**src/rtl/tlb_refill_walker_pkg.sv**
```systemverilog
// Shared geometry, PTE field layout and FSM encodings for the TLB refill walker.
package tlb_refill_walker_pkg;

  localparam int DEFAULT_NUM_WAYS       = 4;
  localparam int DEFAULT_SET_INDEX_BITS = 4;

  localparam int VPN_BITS   = 20;
  localparam int PPN_BITS   = 20;
  localparam int VPN_L1_LSB = 10;
  localparam int VPN_L0_BITS = 10;

  localparam int PTE_V        = 0;
  localparam int PTE_PERM_LSB = 1;
  localparam int PTE_PPN_LSB  = 12;

  localparam logic [2:0] ST_IDLE    = 3'd0;
  localparam logic [2:0] ST_L1_REQ  = 3'd1;
  localparam logic [2:0] ST_L1_WAIT = 3'd2;
  localparam logic [2:0] ST_L2_REQ  = 3'd3;
  localparam logic [2:0] ST_L2_WAIT = 3'd4;
  localparam logic [2:0] ST_FILL    = 3'd5;
  localparam logic [2:0] ST_FAULT   = 3'd6;
  localparam logic [2:0] ST_DRAIN   = 3'd7;

  typedef struct packed {
    logic [PPN_BITS-1:0] ppn;
    logic [1:0]          perms;
    logic                valid;
  } pte_t;

  function automatic pte_t decode_pte(input logic [31:0] raw);
    pte_t p;
    p.ppn   = raw[PTE_PPN_LSB +: PPN_BITS];
    p.perms = raw[PTE_PERM_LSB +: 2];
    p.valid = raw[PTE_V];
    return p;
  endfunction

endpackage

```
**src/rtl/tlb_refill_walker_repl_rr.sv**
```systemverilog
// Victim-way selection for TLB refills: lowest invalid way first, otherwise a
// per-set round-robin pointer that only moves when a fill actually consumed it.
module tlb_repl_rr
  import tlb_refill_walker_pkg::*;
#(
  parameter int NUM_WAYS       = DEFAULT_NUM_WAYS,
  parameter int SET_INDEX_BITS = DEFAULT_SET_INDEX_BITS,
  localparam int WAY_BITS      = $clog2(NUM_WAYS)
) (
  input  logic                      i_clk,
  input  logic                      i_rst_n,
  input  logic [SET_INDEX_BITS-1:0] i_set,
  input  logic [NUM_WAYS-1:0]       i_set_valid,
  input  logic                      i_advance,
  input  logic                      i_flush,
  output logic [WAY_BITS-1:0]       o_way
);

  localparam int NUM_SETS = 1 << SET_INDEX_BITS;

  logic [WAY_BITS-1:0] r_ptr [NUM_SETS];
  logic                w_all_valid;
  logic [WAY_BITS-1:0] w_first_invalid;
  logic [WAY_BITS-1:0] w_cur_ptr;

  always_comb begin
    w_first_invalid = '0;
    for (int w = NUM_WAYS - 1; w >= 0; w--) begin
      if (!i_set_valid[w]) begin
        w_first_invalid = WAY_BITS'(w);
      end
    end
  end

  assign w_all_valid = &i_set_valid;
  assign w_cur_ptr   = r_ptr[i_set];
  assign o_way       = w_all_valid ? w_cur_ptr : w_first_invalid;

  // Explicit wrap keeps the pointer legal for non-power-of-two associativity.
  always_ff @(posedge i_clk or negedge i_rst_n) begin
    if (!i_rst_n) begin
      for (int s = 0; s < NUM_SETS; s++) begin
        r_ptr[s] <= '0;
      end
    end else if (i_flush) begin
      for (int s = 0; s < NUM_SETS; s++) begin
        r_ptr[s] <= '0;
      end
    end else if (i_advance && w_all_valid) begin
      if (w_cur_ptr == WAY_BITS'(NUM_WAYS - 1)) begin
        r_ptr[i_set] <= '0;
      end else begin
        r_ptr[i_set] <= w_cur_ptr + 1'b1;
      end
    end
  end

endmodule

```
**src/rtl/tlb_refill_walker.sv**
```systemverilog
// TLB miss handler: two-level page-table walk over a memory read port, then a
// one-cycle refill into the addressed set, or a page-fault report.
module tlb_refill_walker
  import tlb_refill_walker_pkg::*;
#(
  parameter int NUM_WAYS       = DEFAULT_NUM_WAYS,
  parameter int SET_INDEX_BITS = DEFAULT_SET_INDEX_BITS,
  localparam int WAY_BITS      = $clog2(NUM_WAYS)
) (
  input  logic                      i_clk,
  input  logic                      i_rst_n,
  input  logic                      i_miss_valid,
  input  logic [VPN_BITS-1:0]       i_miss_vpn,
  output logic                      o_miss_ready,
  input  logic [PPN_BITS-1:0]       i_ptbr,
  input  logic [NUM_WAYS-1:0]       i_set_valid,
  output logic                      o_mem_req_valid,
  output logic [31:0]               o_mem_req_addr,
  input  logic                      i_mem_req_ready,
  input  logic                      i_mem_resp_valid,
  input  logic [31:0]               i_mem_resp_data,
  output logic                      o_fill_en,
  output logic [SET_INDEX_BITS-1:0] o_fill_set,
  output logic [WAY_BITS-1:0]       o_fill_way,
  output logic [VPN_BITS-1:0]       o_fill_vpn,
  output logic [PPN_BITS-1:0]       o_fill_ppn,
  output logic [1:0]                o_fill_perms,
  output logic                      o_walk_done,
  output logic                      o_walk_fault,
  input  logic                      i_flush
);

  logic [2:0]                r_state;
  logic [VPN_BITS-1:0]       r_vpn;
  logic [PPN_BITS-1:0]       r_leaf_ppn;
  logic [1:0]                r_leaf_perms;
  logic                      r_mem_req_valid;
  logic [31:0]               r_mem_req_addr;
  logic                      r_fill_en;
  logic [SET_INDEX_BITS-1:0] r_fill_set;
  logic [WAY_BITS-1:0]       r_fill_way;
  logic [VPN_BITS-1:0]       r_fill_vpn;
  logic [PPN_BITS-1:0]       r_fill_ppn;
  logic [1:0]                r_fill_perms;
  logic                      r_walk_done;
  logic                      r_walk_fault;

  pte_t                      w_pte;
  logic [WAY_BITS-1:0]       w_victim;
  logic                      w_advance;
  logic                      w_unused_pte_bits;

  assign w_pte             = decode_pte(i_mem_resp_data);
  assign w_unused_pte_bits = ^i_mem_resp_data[PTE_PPN_LSB-1:PTE_PERM_LSB+2];
  assign w_advance         = (r_state == ST_FILL) && !i_flush;

  tlb_repl_rr #(
    .NUM_WAYS       (NUM_WAYS),
    .SET_INDEX_BITS (SET_INDEX_BITS)
  ) u_repl (
    .i_clk       (i_clk),
    .i_rst_n     (i_rst_n),
    .i_set       (r_vpn[SET_INDEX_BITS-1:0]),
    .i_set_valid (i_set_valid),
    .i_advance   (w_advance),
    .i_flush     (i_flush),
    .o_way       (w_victim)
  );

  always_ff @(posedge i_clk or negedge i_rst_n) begin
    if (!i_rst_n) begin
      r_state         <= ST_IDLE;
      r_vpn           <= '0;
      r_leaf_ppn      <= '0;
      r_leaf_perms    <= '0;
      r_mem_req_valid <= 1'b0;
      r_mem_req_addr  <= '0;
      r_fill_en       <= 1'b0;
      r_fill_set      <= '0;
      r_fill_way      <= '0;
      r_fill_vpn      <= '0;
      r_fill_ppn      <= '0;
      r_fill_perms    <= '0;
      r_walk_done     <= 1'b0;
      r_walk_fault    <= 1'b0;
    end else begin
      r_fill_en    <= 1'b0;
      r_walk_done  <= 1'b0;
      r_walk_fault <= 1'b0;
      case (r_state)
        ST_IDLE: begin
          if (i_miss_valid && !i_flush) begin
            r_vpn           <= i_miss_vpn;
            r_mem_req_valid <= 1'b1;
            r_mem_req_addr  <= {i_ptbr, i_miss_vpn[VPN_BITS-1:VPN_L1_LSB], 2'b00};
            r_state         <= ST_L1_REQ;
          end
        end
        ST_L1_REQ, ST_L2_REQ: begin
          if (i_flush) begin
            r_mem_req_valid <= 1'b0;
            r_state         <= ST_IDLE;
          end else if (i_mem_req_ready) begin
            r_mem_req_valid <= 1'b0;
            r_state         <= (r_state == ST_L1_REQ) ? ST_L1_WAIT : ST_L2_WAIT;
          end
        end
        ST_L1_WAIT: begin
          // A response landing in the flush cycle is already consumed, so no drain.
          if (i_flush) begin
            r_state <= i_mem_resp_valid ? ST_IDLE : ST_DRAIN;
          end else if (i_mem_resp_valid) begin
            if (!w_pte.valid) begin
              r_state <= ST_FAULT;
            end else begin
              r_mem_req_valid <= 1'b1;
              r_mem_req_addr  <= {w_pte.ppn, r_vpn[VPN_L0_BITS-1:0], 2'b00};
              r_state         <= ST_L2_REQ;
            end
          end
        end
        ST_L2_WAIT: begin
          if (i_flush) begin
            r_state <= i_mem_resp_valid ? ST_IDLE : ST_DRAIN;
          end else if (i_mem_resp_valid) begin
            if (!w_pte.valid) begin
              r_state <= ST_FAULT;
            end else begin
              r_leaf_ppn   <= w_pte.ppn;
              r_leaf_perms <= w_pte.perms;
              r_state      <= ST_FILL;
            end
          end
        end
        ST_FILL: begin
          if (!i_flush) begin
            r_fill_en    <= 1'b1;
            r_walk_done  <= 1'b1;
            r_fill_set   <= r_vpn[SET_INDEX_BITS-1:0];
            r_fill_way   <= w_victim;
            r_fill_vpn   <= r_vpn;
            r_fill_ppn   <= r_leaf_ppn;
            r_fill_perms <= r_leaf_perms;
          end
          r_state <= ST_IDLE;
        end
        ST_FAULT: begin
          if (!i_flush) begin
            r_walk_done  <= 1'b1;
            r_walk_fault <= 1'b1;
          end
          r_state <= ST_IDLE;
        end
        ST_DRAIN: begin
          if (i_mem_resp_valid) begin
            r_state <= ST_IDLE;
          end
        end
        default: begin
          r_state <= ST_IDLE;
        end
      endcase
    end
  end

  assign o_miss_ready    = (r_state == ST_IDLE);
  assign o_mem_req_valid = r_mem_req_valid;
  assign o_mem_req_addr  = r_mem_req_addr;
  assign o_fill_en       = r_fill_en;
  assign o_fill_set      = r_fill_set;
  assign o_fill_way      = r_fill_way;
  assign o_fill_vpn      = r_fill_vpn;
  assign o_fill_ppn      = r_fill_ppn;
  assign o_fill_perms    = r_fill_perms;
  assign o_walk_done     = r_walk_done;
  assign o_walk_fault    = r_walk_fault;

endmodule
```
**config.mk**
```make
export PLATFORM = sky130hd
export DESIGN_NAME = tlb_refill_walker
export DESIGN_NICKNAME = d
export VERILOG_FILES = /design/src/rtl/tlb_refill_walker_pkg.sv /design/src/rtl/tlb_refill_walker_repl_rr.sv /design/src/rtl/tlb_refill_walker.sv
export SDC_FILE = /design/constraint.sdc
export NUM_CORES = 1
export LEC_CHECK = 0
export CAP_MARGIN = 20
export CORE_MARGIN = 1.5
export CORE_UTILIZATION = 40
export DETAILED_ROUTE_END_ITERATION = 8
export PLACE_DENSITY = 0.76
export SYNTH_ARGS = -nofsm -noshare
export SYNTH_HDL_FRONTEND = slang
export SYNTH_SLANG_ARGS = --single-unit
```
**constraint.sdc**
```tcl
create_clock -name i_clk -period 5.1 [get_ports i_clk]
set_input_delay 0.765 -clock i_clk [delete_from_list [all_inputs] [get_ports i_clk]]
set_output_delay 0.765 -clock i_clk [all_outputs]
set_load 0.02 [all_outputs]
```
Yosys cells after proc, flatten, opt, wreduce, memory -nomap -nowiden. Cells that the tools add are included.

Flip-flop bits (word level): 161. Input port bits: 82. Output and inout bits: 85. Logic and storage cells: 114.

$add $sub $neg: 1. Magnitude comparators: 2. Equality and inequality tests: 16. Muxes and demuxes: 43. Bitwise logic cells: 4. Reductions and logical operators: 18.

Operator list (number): $mux 32 (7); $pmux 32 s2 (1); $mux 3 (11); $and 32x32->32 (1); $bwmux 32 (1); $not 32->32 (1); $mux 2 (9); $pmux 3 s6 (1); $eq 3x3->1 const B (4); $mux 1 (10); $reduce_and 5->1 (2); $ne 3x3->1 const B (3); $bmux 2 s4 (1); $demux 2 s4 (1); $ne 2x2->1 const B (4); $reduce_and 4->1 (2); $eq 3x2->1 const B (2); $reduce_and 6->1 (1); $ge 5x5->1 const B (1); $lt 5x1->1 const B (1); $not 4->5 (1); $logic_and 1x1->1 (4); $reduce_and 2->1 (2); $reduce_bool 2->1 (2); other kinds (10) (11).

Longest topological paths before layout.
Word-level depth: 10. Depth in mapped cells: 12. Mapped depth without buffers: 9.

Hierarchy. Synthesis repeated with hierarchy kept, for this count alone.

Cells, all modules: 552. Area, all modules: 7091.8 um^2.

Modules (own cells, without submodules): tlb_refill_walker (instances 1, cells each 380, area each 5272.6 um^2, sequential area each 3078.0 um^2); tlb_repl_rr (instances 1, cells each 172, area each 1819.2 um^2, sequential area each 800.8 um^2).

Least setup slack after synthesis. Ideal clock, no wire load.

Path type: register -> register. Start: register r_vpn[0]. End: register u_repl.r_ptr[11] in the netlist's numbering. Library setup time: 0.072 ns. Data arrival time: 2.606 ns. Data required time: 5.028 ns. Slack: 2.422 ns. Stages on the path, launching flop included: 11. Path buffers: 3. Clock period less this slack: 2.678 ns. Cell sequence: dfrtp_1 buf_6 mux4_2 mux2_4 mux2_4 ha_1 nor2b_1 buf_1 clkbuf_1 mux2i_1 nor2_1.

Cells in the longest elaborated chain, start to end: 10. Elaborated cells on any way between the ends: 17. Classes of those cells: 1 x add/sub; 2 x order compare; 1 x eq/ne; 9 x mux; 3 x bitwise; 1 x reduce/logical.

Ends and longest elaborated chain: from (decl) (RTL line tlb_refill_walker.sv:34) `logic [VPN_BITS-1:0] r_vpn;`; from (signal assigned) (RTL line tlb_refill_walker.sv:93) `r_vpn <= i_miss_vpn;`; $not 4->5 (not written as such) * (RTL line tlb_refill_walker_repl_rr.sv:36, tlb_refill_walker_repl_rr.sv:51, tlb_refill_walker_repl_rr.sv:53); branches (longest 6 deep; another with $add 2x1->2); $mux 32 * (RTL line tlb_refill_walker_repl_rr.sv:50) `if (w_cur_ptr == WAY_BITS'(NUM_WAYS - 1)) begin`; $mux 32 * (RTL line tlb_refill_walker_repl_rr.sv:49) `end else if (i_advance && w_all_valid) begin`; $mux 32 * (RTL line tlb_refill_walker_repl_rr.sv:45) `end else if (i_flush) begin`; to (signal, indexed assignment) (RTL line tlb_refill_walker_repl_rr.sv:53) `r_ptr[i_set] <= w_cur_ptr + 1'b1;`; to (decl) (RTL line tlb_refill_walker_repl_rr.sv:21) `logic [WAY_BITS-1:0] r_ptr [NUM_SETS];`.

Every way passes the cells marked *. The select of a mux whose other input is x is not followed. A chain may end at the register's enable or synchronous reset.

Final worst setup path.
Start: register r_vpn[0]. End: register u_repl.r_ptr[7] in the netlist's numbering.

The elaborated chain is that of the path after synthesis.

==> flow_metrics.env <==
export IMPL_ant_nets=0
export IMPL_fin_crit_ns=3.67
export IMPL_clk_pin_slew_worst_paths_ns=0.07
export IMPL_skew_ns=0.0115
export IMPL_synth_ff_type="dfrtp_1"
export IMPL_die_x_um=136
export IMPL_firstDrtPassIters=4
export IMPL_synth_warnings=0
export IMPL_path_cells="mux4_1 -> nor2b_1 -> a211oi_1 -> a21oi_1 -> ha_1 -> nor2b_1 -> buf_4 -> nand4_1 -> a21oi_1"
export IMPL_cts_tree="done"
export IMPL_slowest_delay_ns=0.87
export IMPL_worstMarginPinSlew_ns=0.817
export IMPL_worstSetupStartpointType="register"
export IMPL_dp_hpwl_mm=11.6
export IMPL_setup_viol=0
export IMPL_p_per_area_nw_per_um2=562
export IMPL_die_h_um=136
export IMPL_syn_to_final_growth_pct=33.6
export IMPL_syn_avg_cell_area_um2=10.7
export IMPL_end_kind="register"
export IMPL_vias=5321
export IMPL_cap_violations=0
export IMPL_vdd_drop_max_mv=0.395
export IMPL_cts_resized=0
export IMPL_hold_class="in2async"
export IMPL_grt_pass1_wl_mm=27.8
export IMPL_clock_sink_count=155
export IMPL_max_freq_ghz=0.273
export IMPL_postCtsSetupBuffers=0
export IMPL_routed_via_density=5.15
export IMPL_worstPathArrival_ns=4.01
export IMPL_drv_slew=0
export IMPL_grt_antenna_before_repair=0
export IMPL_ys_types=54
export IMPL_root_buffer="clkbuf_16"
export IMPL_maxSlewHeadroom=0.455
export IMPL_overflow=0
export IMPL_crit_slowest_cell="dfrtp_1"
export IMPL_yosys_register_bits=155
export IMPL_clockBufferDepth=2
export IMPL_n_antenna_cell=0
export IMPL_core_area_um2=17200
export IMPL_yosysSeqAreaShare=0.551
export IMPL_place_congestion=0.787
export IMPL_drt_initial_drc_count=319
export IMPL_holdBufCountCts=0
export IMPL_path_class="reg2reg"
export IMPL_grt_max_degree=71
export IMPL_htreeDepth=4
export IMPL_numPortBuffers=155
export IMPL_synth_edff_count=0
export IMPL_post_route_drc_count=0
export IMPL_rsz0062_at_grt="false"
export IMPL_synth_cells=658
export IMPL_ios=167
export IMPL_final_nets=878
export IMPL_syn_area_um2=7040
export IMPL_placementRows=48
export IMPL_required_ns=5.44
export IMPL_crit_path_max_fanout=21
export IMPL_final_area_um2=9410
export IMPL_drt_total_wl_mm=17.2
export IMPL_async_flop_share=1.00
export IMPL_clk_latency_ns=0.42
export IMPL_hold_ws_ns=0.343
export IMPL_leakagePower_nw=4.29
export IMPL_setup_tns_ns=0
export IMPL_grt_pass1_vias=5240
export IMPL_finalCritPeriodShare=0.719
export IMPL_place_area_um2=8770
export IMPL_drive_above_1_share=0.125
export IMPL_cts_made_buffers=17
export IMPL_start_util=0.408
export IMPL_dieArea_um2=18400
export IMPL_status="completed"
export IMPL_track_usage=0.195
export IMPL_hold_violations=0
export IMPL_routedWlPerCell_um=16.7
[critical path: cells and delay by family (launching register included)]
family	cells	cell delay, ns
simple gates	3	0.77
compound gates	3	0.73
buf+inv	1	0.29
flops	1	0.87
mux	1	0.64
fa+ha+maj	1	0.28
[sequential cells by signal, summed over array words and instances (netlist names)]
register and count:
o_mem_req_addr 30, u_repl.r_ptr 32, o_fill_set 3, o_fill_ppn 20
r_leaf_perms 2, o_fill_perms 2, o_walk_fault 1, r_state 3
r_leaf_ppn 20, o_fill_way 2, o_fill_en 1, o_walk_done 1
o_mem_req_valid 1, o_fill_vpn 17, r_vpn 20
[layer usage]
metal,GRT usage,vias up,routed length (um)
li1,-,2532,-
met3,0.0430,12,981
met2,0.321,148,8320
met4,0.0502,0,147
met5,0,-,0
met1,0.260,2629,7780
[through the flow]
| step | power [mW] | setup WS [ns] | std cells | util |
|---|---|---|---|---|
| detailed placement | 3.97 | 1.49 | 1001 | 0.509 |
| floorplan | 3.07 | 2.42 | 659 | - |
| finish | 5.29 | 1.43 | 1033 | 0.546 |
| global route | 5.59 | 1.18 | 1033 | 0.546 |
| CTS | 5.33 | 1.45 | 1033 | 0.546 |
| global placement | 3.91 | 1.54 | 999 | 0.508 |
[cell type report]
cell class                 instances  area (um^2)
clock inverter                    12          186
timing repair buffer             169         1670
fill                            1510         7830
clock buffer                      20          447
tap                              225          282
multi-input combinational        446         2920
sequential                       155         3880
inverter                           6         22.5
[synth_stat cells (3+ instances only)]
| cell | count | share of area |
|---|---|---|
| nand2_1 | 168 | 0.090 |
| dfrtp_1 | 155 | 0.55 |
| mux2i_1 | 52 | 0.074 |
| mux2_2 | 43 | 0.069 |
| o21ai_0 | 40 | 0.028 |
| clkbuf_1 | 31 | 0.017 |
| nor2_1 | 18 | 0.0096 |
| nand3b_1 | 12 | 0.013 |
| nand4_1 | 12 | 0.011 |
| nor2b_1 | 12 | 0.011 |
| nand2b_1 | 9 | 0.0080 |
| buf_1 | 7 | 0.0037 |
| a21oi_1 | 6 | 0.0043 |
| buf_2 | 6 | 0.0043 |
| buf_4 | 6 | 0.0064 |
| o21ai_1 | 6 | 0.0043 |
| inv_1 | 5 | 0.0027 |
| nor4_1 | 5 | 0.0044 |
| o31ai_1 | 5 | 0.0053 |
| and3_1 | 4 | 0.0036 |
| mux4_1 | 4 | 0.015 |
| nand3_1 | 4 | 0.0028 |
| nor3_1 | 4 | 0.0028 |
| and2_1 | 3 | 0.0027 |
| mux4_2 | 3 | 0.0096 |
| or4_1 | 3 | 0.0032 |
[cell families after synthesis]
kind of cell | after synthesis | share of synthesized area
muxes | 104 | 0.172
and+or+nand+nor | 266 | 0.176
other | 1 | 0.000533
buffers and inverters | 58 | 0.0373
xor gates and xnor gates | 1 | 0.00124
AOI/OAI and AO/OA | 71 | 0.0595
DFF | 155 | 0.551
adders and majority gates | 2 | 0.00320
[power by group]
| group | leakage [nW] | internal [mW] | total, mW | switching [mW] |
|---|---|---|---|---|
| clock network | 0.309 | 0.839 | 1.35 | 0.510 |
| logic | 1.95 | 0.958 | 1.95 | 0.995 |
| registers | 2.04 | 1.65 | 1.99 | 0.335 |
[worst paths after layout]
kind                                 from                  to  slack [ns]  cells past startpoint
worst min-delay path              i_rst_n  o_mem_req_addr[27]        0.34                      1
worst min register to register  r_vpn[19]      o_fill_vpn[19]        0.46                      2
min in group i_clk              r_vpn[19]      o_fill_vpn[19]        0.46                      2
worst max-delay path             r_vpn[0]     u_repl.r_ptr[7]        1.43                      9
worst max register to register   r_vpn[0]     u_repl.r_ptr[7]        1.43                      9
max in group asynchronous         i_rst_n         o_walk_done        3.58                      2
[placed cells by master, fill, tap and decap left out, types with 4 or more instances in the layout]
cell / count
nor4_1: 5
clkinv_4: 5
bufinv_16: 4
clkdlybuf4s50_1: 154
o21ai_0: 40
dfrtp_1: 155
buf_4: 12
nand3b_1: 12
clkbuf_16: 17
inv_1: 5
nor2_1: 18
mux4_1: 4
and3_1: 4
o31ai_1: 5
nand3_1: 4
nand2b_1: 9
mux2i_1: 52
nand2_1: 168
o21ai_1: 5
nor3_1: 4
nand4_1: 12
mux2_2: 43
a21oi_1: 6
nor2b_1: 12
(Power assumes the default switching activity.)
